### src/rtl/cacheline_adapter.sv
// Bridges a single-cycle cache line port to a beat-serial memory bus:
// fills gather BEATS memory beats into a line, writebacks split a line into beats.
module cacheline_adapter #(
  parameter int s_line  = 256,
  parameter int s_burst = 64
) (
  input  logic                clk,
  input  logic                rst,
  input  logic [s_line-1:0]   line_i,
  output logic [s_line-1:0]   line_o,
  input  logic [31:0]         address_i,
  input  logic                read_i,
  input  logic                write_i,
  output logic                resp_o,
  input  logic [s_burst-1:0]  burst_i,
  output logic [s_burst-1:0]  burst_o,
  output logic [31:0]         address_o,
  output logic                read_o,
  output logic                write_o,
  input  logic                resp_i
);

  localparam int BEATS = s_line / s_burst;
  localparam int CNT_W = (BEATS > 1) ? $clog2(BEATS) : 1;

  typedef enum logic [1:0] {
    ST_IDLE  = 2'd0,
    ST_READ  = 2'd1,
    ST_WRITE = 2'd2,
    ST_DONE  = 2'd3
  } state_t;

  state_t              r_state;
  state_t              w_next;
  logic [CNT_W-1:0]    r_cnt;
  logic [31:0]         r_addr;
  logic [s_line-1:0]   r_line_buf;
  logic [s_line-1:0]   r_wbuf;
  logic                w_last;

  assign w_last = (r_cnt == CNT_W'(BEATS - 1));

  // State register
  always_ff @(posedge clk) begin
    if (rst) begin
      r_state <= ST_IDLE;
    end else begin
      r_state <= w_next;
    end
  end

  // Next-state logic; a read wins over a simultaneous write, which stays pending
  always_comb begin
    w_next = r_state;
    case (r_state)
      ST_IDLE: begin
        if (read_i) begin
          w_next = ST_READ;
        end else if (write_i) begin
          w_next = ST_WRITE;
        end
      end
      ST_READ: begin
        if (resp_i && w_last) begin
          w_next = ST_DONE;
        end
      end
      ST_WRITE: begin
        if (resp_i && w_last) begin
          w_next = ST_DONE;
        end
      end
      ST_DONE: begin
        w_next = ST_IDLE;
      end
      default: begin
        w_next = ST_IDLE;
      end
    endcase
  end

  // Beat counter, latched request and line buffers
  always_ff @(posedge clk) begin
    if (rst) begin
      r_cnt      <= '0;
      r_addr     <= '0;
      r_line_buf <= '0;
      r_wbuf     <= '0;
    end else begin
      case (r_state)
        ST_IDLE: begin
          if (read_i) begin
            r_addr <= address_i;
            r_cnt  <= '0;
          end else if (write_i) begin
            r_addr <= address_i;
            r_wbuf <= line_i;
            r_cnt  <= '0;
          end
        end
        ST_READ: begin
          if (resp_i) begin
            for (int k = 0; k < BEATS; k++) begin
              if (r_cnt == CNT_W'(k)) begin
                r_line_buf[k*s_burst +: s_burst] <= burst_i;
              end
            end
            r_cnt <= r_cnt + CNT_W'(1);
          end
        end
        ST_WRITE: begin
          if (resp_i) begin
            r_cnt <= r_cnt + CNT_W'(1);
          end
        end
        default: begin
        end
      endcase
    end
  end

  // Outputs are pure decodes of registered state; no request-to-bus path
  always_comb begin
    read_o    = (r_state == ST_READ);
    write_o   = (r_state == ST_WRITE);
    resp_o    = (r_state == ST_DONE);
    address_o = r_addr;
    line_o    = r_line_buf;
    burst_o   = r_wbuf[s_burst-1:0];
    for (int k = 0; k < BEATS; k++) begin
      if (r_cnt == CNT_W'(k)) begin
        burst_o = r_wbuf[k*s_burst +: s_burst];
      end
    end
  end

endmodule

### config.mk
export PLATFORM = sky130hd
export DESIGN_NAME = cacheline_adapter
export DESIGN_NICKNAME = d
export VERILOG_FILES = /design/src/rtl/cacheline_adapter.sv
export SDC_FILE = /design/constraint.sdc
export NUM_CORES = 1
export LEC_CHECK = 0
export BUFFER_PORTS_ARGS = -buffer_cell sky130_fd_sc_hd__buf_2
export CAP_MARGIN = 10
export CORE_MARGIN = 4
export CORE_UTILIZATION = 23
export CTS_CLUSTER_DIAMETER = 150
export CTS_CLUSTER_SIZE = 8
export DETAILED_ROUTE_END_ITERATION = 6
export PLACE_DENSITY_LB_ADDON = 0.2
export SYNTH_ARGS = -nofsm -noshare
export SYNTH_HDL_FRONTEND = slang
export SYNTH_SLANG_ARGS = --single-unit
### constraint.sdc
create_clock -name clk -period 5.6 [get_ports clk]
set_input_delay 1.12 -clock clk [delete_from_list [all_inputs] [get_ports clk]]
set_output_delay 1.12 -clock clk [all_outputs]
set_load 0.005 [all_outputs]
==> impl_metrics.ini, run 1 <==
[status]
status = completed

[cells_and_area]
area_growth_pct = 31.5
layout_commonest_cell = nand2_1
layout_common_cells = nand2_1 (1154), buf_2 (710), dfxtp_1 (548), a21oi_1 (546), clkbuf_16 (82)
nets = 3668
fin_util_pct = 30.6
instances_no_fill = 4506
layout-drive-gt1-share_pct = 27.2

[power_and_ir_drop]
p_sw_mw = 3.00
p_leak_nw = 11.2
cellPowerDensity_nw_per_um2 = 380
switching_share_pct = 28.5
p_int_mw = 7.52
seqPwrFrac_pct = 42.1
peakVddDrop_mv = 0.190
power_mw = 10.5
power.share.clock_pct = 41.1
comb_power_share_pct = 16.8

[sta]
hold_viol_final = 0
rsz0062_at_grt = no
relSlewSlack_pct = 13.6
setup_tns_ns = 0
fin_crit_sh_pct = 74.5
finalCriticalPeriod_ns = 4.17
finClkSkew_ns = 0.0196
tightest_slew_ns = 1.30
setup_viol = 0
timing.fmax_mhz = 240
hold_ws_ns = 0.448
drv_slew = 0

[placement]
dpl.hpwl_um = 55900
io_buffers = 711
gp_congestion = 0.775
dp_cells = 4398

[yosys]
netlist_area_um2 = 21000
async_flop_share_pct = 0
ys_types = 31
syn_area_per_cell_um2 = 7.83
ys_warn_count = 0
synthCells = 2687
synth-main-ff-cell = dfxtp_1
yosys_register_bits = 548
syn-num-nets = 3053
synth_edf_count = 0
seq_area_frac_synth_pct = 52.1

[drt]
dr_total_vias = 19864
first_iter_violations = 1195
drtAntennaViolNets = 0
drc = 0
dr.pass1.iters = 5
routedWlPerCell_um = 18.3
routed_via_density = 4.41
totalWireLength_um = 82700

[cts]
clk_latency_ns = 0.62
cts-buffers-inserted = 78
htree_levels = 3
cts_setup_buffers = 0
cts.repair.resized = 0
root_buffer = clkbuf_16
cts_buffer_depth = 3
hold_buffers = 0
clk_pin_slew_ns = 0.05
cts.sinks = 548
cts_tree = yes

[setup_path]
slowest_delay_ns = 0.62
startpoint_type = register
cp_num_buf_inv = 2
cp-end-kind = output port
cp_max_fo = 32
cp_slowest_cell = ha_4
r2r_setup_slack_ns = 2.48
cp_top_family = buffers and inverters
path_class = register to output port
arrival_ns = 3.05
required_ns = 4.48
crit_chain = ha_4 -> buf_4 -> mux2i_1 -> o21ai_0 -> mux2_2 -> buf_2

[floorplan]
die_w_um = 310
dieArea_um2 = 96400
pin_count = 712
num_rows = 110
start_util_pct = 23.3
fp.dieH_um = 310
core_area_um2 = 90400

[global_routing]
grt-ovfl-total = 0
grt_antenna_before_repair = 44
grt_max_degree = 208
grt_pass1_vias = 19355
grt_pass1_wl_um = 120000
track_usage_pct = 16.2

[min_path]
min_path_type = register to register

[job]
maxCapViolations = 0
[tightest hold or removal path: stages, from the launching register on]
cell	delay (ns)
dfxtp_1	0.30
nand2_1	0.05
a21oi_1	0.05
[through the flow]
step | setup slack (ns) | instance area, um^2
2_1_floorplan | 2.93 | 21000
3_3_place_gp | 2.06 | 25500
3_5_place_dp | 2.02 | 25500
4_1_cts | 1.31 | 27600
5_1_grt | 1.21 | 27700
6_report | 1.43 | 27700
[registers in the layout, summed over array words and instances, names as in the netlist]
name       count
address_o     32
line_o       256
r_cnt          2
r_state        2
r_wbuf       256
[synthesized netlist by cell type (2+ instances only)]
cell type	n	area (um^2)
mux2i_1	64	641
inv_1	5	18.8
and3_1	4	25.0
nand3_1	3	15.0
clkbuf_1	78	293
buf_1	3	11.3
mux2_2	59	664
buf_2	101	505
buf_4	20	150
ha_1	9	113
a21oi_1	546	2730
o21ai_0	67	335
buf_6	4	45.0
nor2_1	2	7.51
dfxtp_1	548	11000
mux2_1	6	67.6
nand2_1	1154	4330
[power groups by stage]
| stage | combinational [mW] | clock, mW | sequential, mW |
|---|---|---|---|
| floorplan | 1.06 | 0 | 4.47 |
| global placement | 1.80 | 0 | 4.50 |
| detailed placement | 1.81 | 0 | 4.50 |
| CTS | 1.81 | 4.49 | 4.43 |
| global route | 1.97 | 4.64 | 4.46 |
| finish | 1.77 | 4.32 | 4.42 |
[area by class of cell]
class	instances	area, um^2
fill	10000	62800
sequential	548	11000
multi-input combinational	1928	9140
timing repair buffer	741	3910
clock buffer	82	2050
tap	1176	1470
clock inverter	4	63.8
antenna	22	55.1
inverter	5	18.8
[final timing paths]
| kind | start | end | depth (start not counted) |
|---|---|---|---|
| max | r_cnt[0] | burst_o[40] | 6 |
| min | line_o[154] | line_o[154] | 2 |
| max reg2reg | r_cnt[0] | line_o[106] | 6 |
| min reg2reg | line_o[154] | line_o[154] | 2 |
[layer usage]
metal / wire length [um] / vias to the layer above / track usage, %
li1: - / 9963 / -
met1: 34900 / 9109 / 19.4
met2: 38200 / 603 / 26.8
met3: 7350 / 149 / 5.96
met4: 1940 / 40 / 5.44
met5: 256 / - / 0
[kinds of logic (layout without fill, tap and decap cells)]
kind of cell / after synthesis / after routing / synth area share, %
buffers and inverters: 211 / 832 / 4.86
muxes: 129 / 129 / 6.52
DFF: 548 / 548 / 52.1
AOI/OAI and AO/OA: 620 / 620 / 14.8
other: 0 / 22 / 0
and+or+nand+nor: 1170 / 1170 / 21.1
adders and majority gates: 9 / 9 / 0.535
No activity file was read; power rests on OpenSTA's default activity.
==> inputs of run 2 (changes only) <==
- ABC_AREA: default -> 1
- clock period: 5.6 -> 3.7 ns (I/O delays scaled with it)
==> run 2 against run 1 <==
  * Cell count increased by 7.9%
  * Via count is 9.0% higher
  * Critical path depth unchanged
  * First-iteration DRC count is 19% higher
  * Routed wire length is 10% higher
==> impl_metrics.ini, run 2 <==
[min_path]
min_path_type = primary input to register
worstHoldPathCells = 3
worstHoldStart = line_i[47]

[yosys]
ys_types = 16
seq_area_frac_synth_pct = 49.6
synth_area_leaders = dfxtp_1 (50%), a21oi_1 (13%), o21ai_0 (8.0%), nand2_1 (7.9%), inv_1 (5.6%)
syn-num-nets = 3375
synth-main-ff-cell = dfxtp_1
syn_area_per_cell_um2 = 7.35
yosys_register_bits = 548
ys_warn_count = 0
yosys-top-cells-count = a21oi_1 (578), dfxtp_1 (548), nand2_1 (463)
synth_edf_count = 0
synth_top_cell_by_area = dfxtp_1
async_flop_share_pct = 0
synthCells = 3009
synth.most_common_cell = a21oi_1
netlist_area_um2 = 22100
synth.top_cell.area_share_pct = 49.6

[cts]
root_buffer = clkbuf_16
cts_buffer_depth = 3
clk_latency_ns = 0.63
cts_setup_buffers = 0
htree_levels = 3
cts-buffers-inserted = 78
cts.sinks = 548
cts.repair.resized = 0
cts_tree = yes
clk_pin_slew_ns = 0.06
hold_buffers = 0

[drt]
dr_wl_met3_um = 8380
routedWlPerCell_um = 18.7
totalWireLength_um = 90900
top_layer = met5
drtAntennaViolNets = 0
first_iter_violations = 1422
drc = 0
routed_via_density = 4.45
dr.pass1.iters = 5
dr_wl_met2_um = 40600
dr_total_vias = 21647
drt-met1-wl_um = 40000

[setup_path]
rr_startpoint = r_cnt[0]
startpoint_type = register
cp_max_fo = 13
crit_chain = inv_1 -> ha_4 -> inv_2 -> nand2_1 -> a21oi_1 -> buf_2
cp-startpoint = r_cnt[0]
cp_slowest_cell = a21oi_1
cp_num_buf_inv = 3
cp_top_family = buffers and inverters
cp-end-kind = output port
slowest_delay_ns = 0.63
path_class = register to output port
required_ns = 2.96
reg2reg_depth = 7
crit_cells = 6
arrival_ns = 2.78

[floorplan]
fp.dieH_um = 318
die_w_um = 318
core_area_um2 = 95200
dieArea_um2 = 101000
pin_count = 712
start_util_pct = 23.2
num_rows = 113

[cells_and_area]
instances_no_fill = 4861
fin_util_pct = 30.4
layout_commonest_cell = buf_2
area_growth_pct = 30.8
layout-drive-gt1-share_pct = 23.7
nets = 3944
layout_common_cells = buf_2 (709), a21oi_1 (578), dfxtp_1 (548), nand2_1 (463), o21ai_0 (354)

[sta]
drv_slew = 0
timing.fmax_mhz = 284
hold_viol_final = 0
tightest_slew_ns = 1.30
finClkSkew_ns = 0.0264
relSlewSlack_pct = 13.2
fin_crit_sh_pct = 95.1
setup_viol = 0
setup_tns_ns = 0
rsz0062_at_grt = no
finalCriticalPeriod_ns = 3.52

[placement]
io_buffers = 711
gp_congestion = 0.803
dp_cells = 4763
dpl.hpwl_um = 61200

[global_routing]
grt_max_degree = 195
track_usage_pct = 17.2
grt-ovfl-total = 0
grt_pass1_vias = 21288
grt_antenna_before_repair = 26
grt_pass1_wl_um = 137000

[power_and_ir_drop]
p_leak_nw = 12.3
power_mw = 18.0
cellPowerDensity_nw_per_um2 = 623
peakVddDrop_mv = 0.571

[status]
status = completed

[job]
maxCapViolations = 0
[run 2: report_power, final]
part | switching (mW) | leakage [nW] | total [mW] | internal, mW
Combinational | 2.94 | 6.83 | 4.42 | 1.49
Clock | 2.71 | 1.04 | 6.53 | 3.82
Sequential | 0.367 | 4.45 | 7.05 | 6.68
Total | 6.01 | 12.3 | 18.0 | 12.0
[run 2: worst min-delay path, cell delays in order]
cell	delay, ns
buf_2	0.08
nor2_1	0.03
nor2_1	0.08
[run 2: path summary, 6_finish.rpt]
check                endpoint  slack [ns]
hold / removal     r_wbuf[47]        0.34
hold reg to reg   line_o[234]        0.44
setup / recovery  burst_o[63]        0.18
setup reg to reg  line_o[186]        1.08
[run 2: layout make-up]
| type | instances | area (um^2) |
|---|---|---|
| diodes | 12 | 30.0 |
| fillers | 10482 | 66200 |
| flip-flops and latches | 548 | 11000 |
| clock buffers | 78 | 1950 |
| repair buffers | 751 | 4080 |
| inverters | 332 | 1260 |
| multi-input cells | 1867 | 8860 |
| well taps | 1265 | 1580 |
| clock inverters | 8 | 171 |
[run 2: per-stage QoR]
step	cell area (um^2)	hold WS [ns]	setup WS (ns)
after global routing	28900	0.300	0.0189
after CTS	28900	0.268	0.0837
after detailed placement	26800	0.431	0.814
final	28900	0.341	0.180
after global placement	26800	0.427	0.810
after floorplan	22100	0.440	1.55
[run 2: logic make-up after synthesis]
group,count (synthesis),synth area share [%]
compound gates,933,21.1
simple gates,925,18.0
buf+inv,594,10.8
flops,548,49.6
fa+ha+maj,9,0.509
[run 2: metal layers]
| layer | vias to the layer above | track usage (%) |
|---|---|---|
| met5 | - | 0 |
| met4 | 10 | 4.91 |
| met3 | 114 | 6.49 |
| met2 | 668 | 26.9 |
| met1 | 9876 | 22.3 |
| li1 | 10979 | - |
==> inputs of run 3 (changes only) <==
- clock period: 3.7 -> 4.33 ns (I/O delays scaled with it)
==> run 3 against run 2 <==
  * Routed wire length decreased by 0.24%
  * Design area hardly changed
  * Utilization hardly changed
  * First-iteration DRC count shrank 5.9%
  * Clock skew shrank 0.0068 ns
  * Critical path depth is 2 higher
  * Sequential share of layout area about the same
  * Cell count barely moved
  * Global-route usage is 0.13 points lower
  * Register-to-register slack gained 0.49 ns
==> impl_metrics.ini, run 3 (synthesis results as in run 2) <==
[cts]
cts.sinks = 548
cts.repair.resized = 0
cts_tree = yes
cts-buffers-inserted = 78
root_buffer = clkbuf_16
cts_setup_buffers = 0
clk_latency_ns = 0.63
cts_buffer_depth = 3
hold_buffers = 0
clk_pin_slew_ns = 0.06
htree_levels = 3

[setup_path]
slowest_delay_ns = 0.49
cp_slowest_cell = dfxtp_1
startpoint_type = register
cp-end-kind = output port
arrival_ns = 2.84
required_ns = 3.46
cp_num_buf_inv = 5
cp_top_family = buffers and inverters
path_class = register to output port
crit_chain = inv_1 -> ha_4 -> inv_2 -> buf_12 -> buf_4 -> nand2_1 -> a21oi_1 -> buf_2
cp_max_fo = 36

[cells_and_area]
layout_common_cells = buf_2 (709), a21oi_1 (578), dfxtp_1 (548), nand2_1 (463), o21ai_0 (354)
fin_util_pct = 30.4
fin_area_um2 = 28900
area_growth_pct = 30.7
nets = 3942
n_fill_cell = 10445
layout-drive-gt1-share_pct = 23.7
layout_commonest_cell = buf_2

[placement]
dpl.hpwl_um = 61800
io_buffers = 711
placed_cell_area_um2 = 26700
gp_congestion = 0.802

[global_routing]
grt-ovfl-total = 0
grt_pass1_vias = 21258
grt_antenna_before_repair = 20
track_usage_pct = 17.1
grt_pass1_wl_um = 136000
grt_max_degree = 195

[power_and_ir_drop]
cellPowerDensity_nw_per_um2 = 533
p_leak_nw = 12.3
peakVddDrop_mv = 0.299

[sta]
relSlewSlack_pct = 13.9
drv_slew = 0
finalCriticalPeriod_ns = 3.71
finClkSkew_ns = 0.0196
rsz0062_at_grt = no
fin_crit_sh_pct = 85.6
timing.fmax_mhz = 270
hold_viol_final = 0
setup_tns_ns = 0
tightest_slew_ns = 1.29
hold_ws_ns = 0.439
setup_viol = 0

[drt]
drc = 0
totalWireLength_um = 90700
dr_total_vias = 21819
routed_via_density = 4.49
dr.pass1.iters = 7
drtAntennaViolNets = 0
first_iter_violations = 1338
routedWlPerCell_um = 18.7

[floorplan]
core_area_um2 = 95200
start_util_pct = 23.2
die_w_um = 318
fp.dieH_um = 318
pin_count = 712
num_rows = 113
dieArea_um2 = 101000

[job]
maxCapViolations = 0

[status]
status = completed

[min_path]
min_path_type = register to register
run 3: layer usage:
metal	share of wire (%)	vias to the layer above	global-route usage (%)
met4	2.2	8	5.02
met5	0.042	-	0
li1	-	10993	-
met3	9.2	107	6.37
met2	44	716	26.7
met1	44	9995	22.1
run 3: cell type report:
| class | instances | area [um^2] | area share, % |
|---|---|---|---|
| Antenna cell | 15 | 37.5 | 0.130 |
| Multi-Input combinational cell | 1867 | 8860 | 30.7 |
| Clock buffer | 79 | 1980 | 6.84 |
| Sequential cell | 548 | 11000 | 38.0 |
| Inverter | 332 | 1260 | 4.36 |
| Tap cell | 1265 | 1580 | 5.48 |
| Timing Repair Buffer | 749 | 4040 | 14.0 |
| Clock inverter | 7 | 163 | 0.563 |
run 3: power by group:
group	switching, mW	internal [mW]	total, mW
combinational	2.47	1.26	3.73
clock	2.35	3.30	5.65
sequential	0.316	5.71	6.02
total	5.14	10.3	15.4
run 3: metrics by stage:
stage,worst slack (ns),instances,power [mW]
CTS,0.507,4847,15.7
finish,0.624,4862,15.4
global route,0.384,4853,16.3
global placement,1.26,4761,9.91
floorplan,2.05,3009,8.20
detailed placement,1.26,4761,9.91
run 3: path summary, 6_finish.rpt:
check / end / cells after the start / from / slack, ns
setup / recovery: burst_o[14] / 8 / r_cnt[0] / 0.62
hold / removal: line_o[242] / 2 / line_o[242] / 0.44
setup reg to reg: line_o[186] / 7 / r_cnt[0] / 1.57
hold reg to reg: line_o[242] / 2 / line_o[242] / 0.44
run 3: worst min-delay path, cell delays in order, from the launching register on:
cell and delay (ns):
dfxtp_1 0.30, inv_1 0.04, a21oi_1 0.05
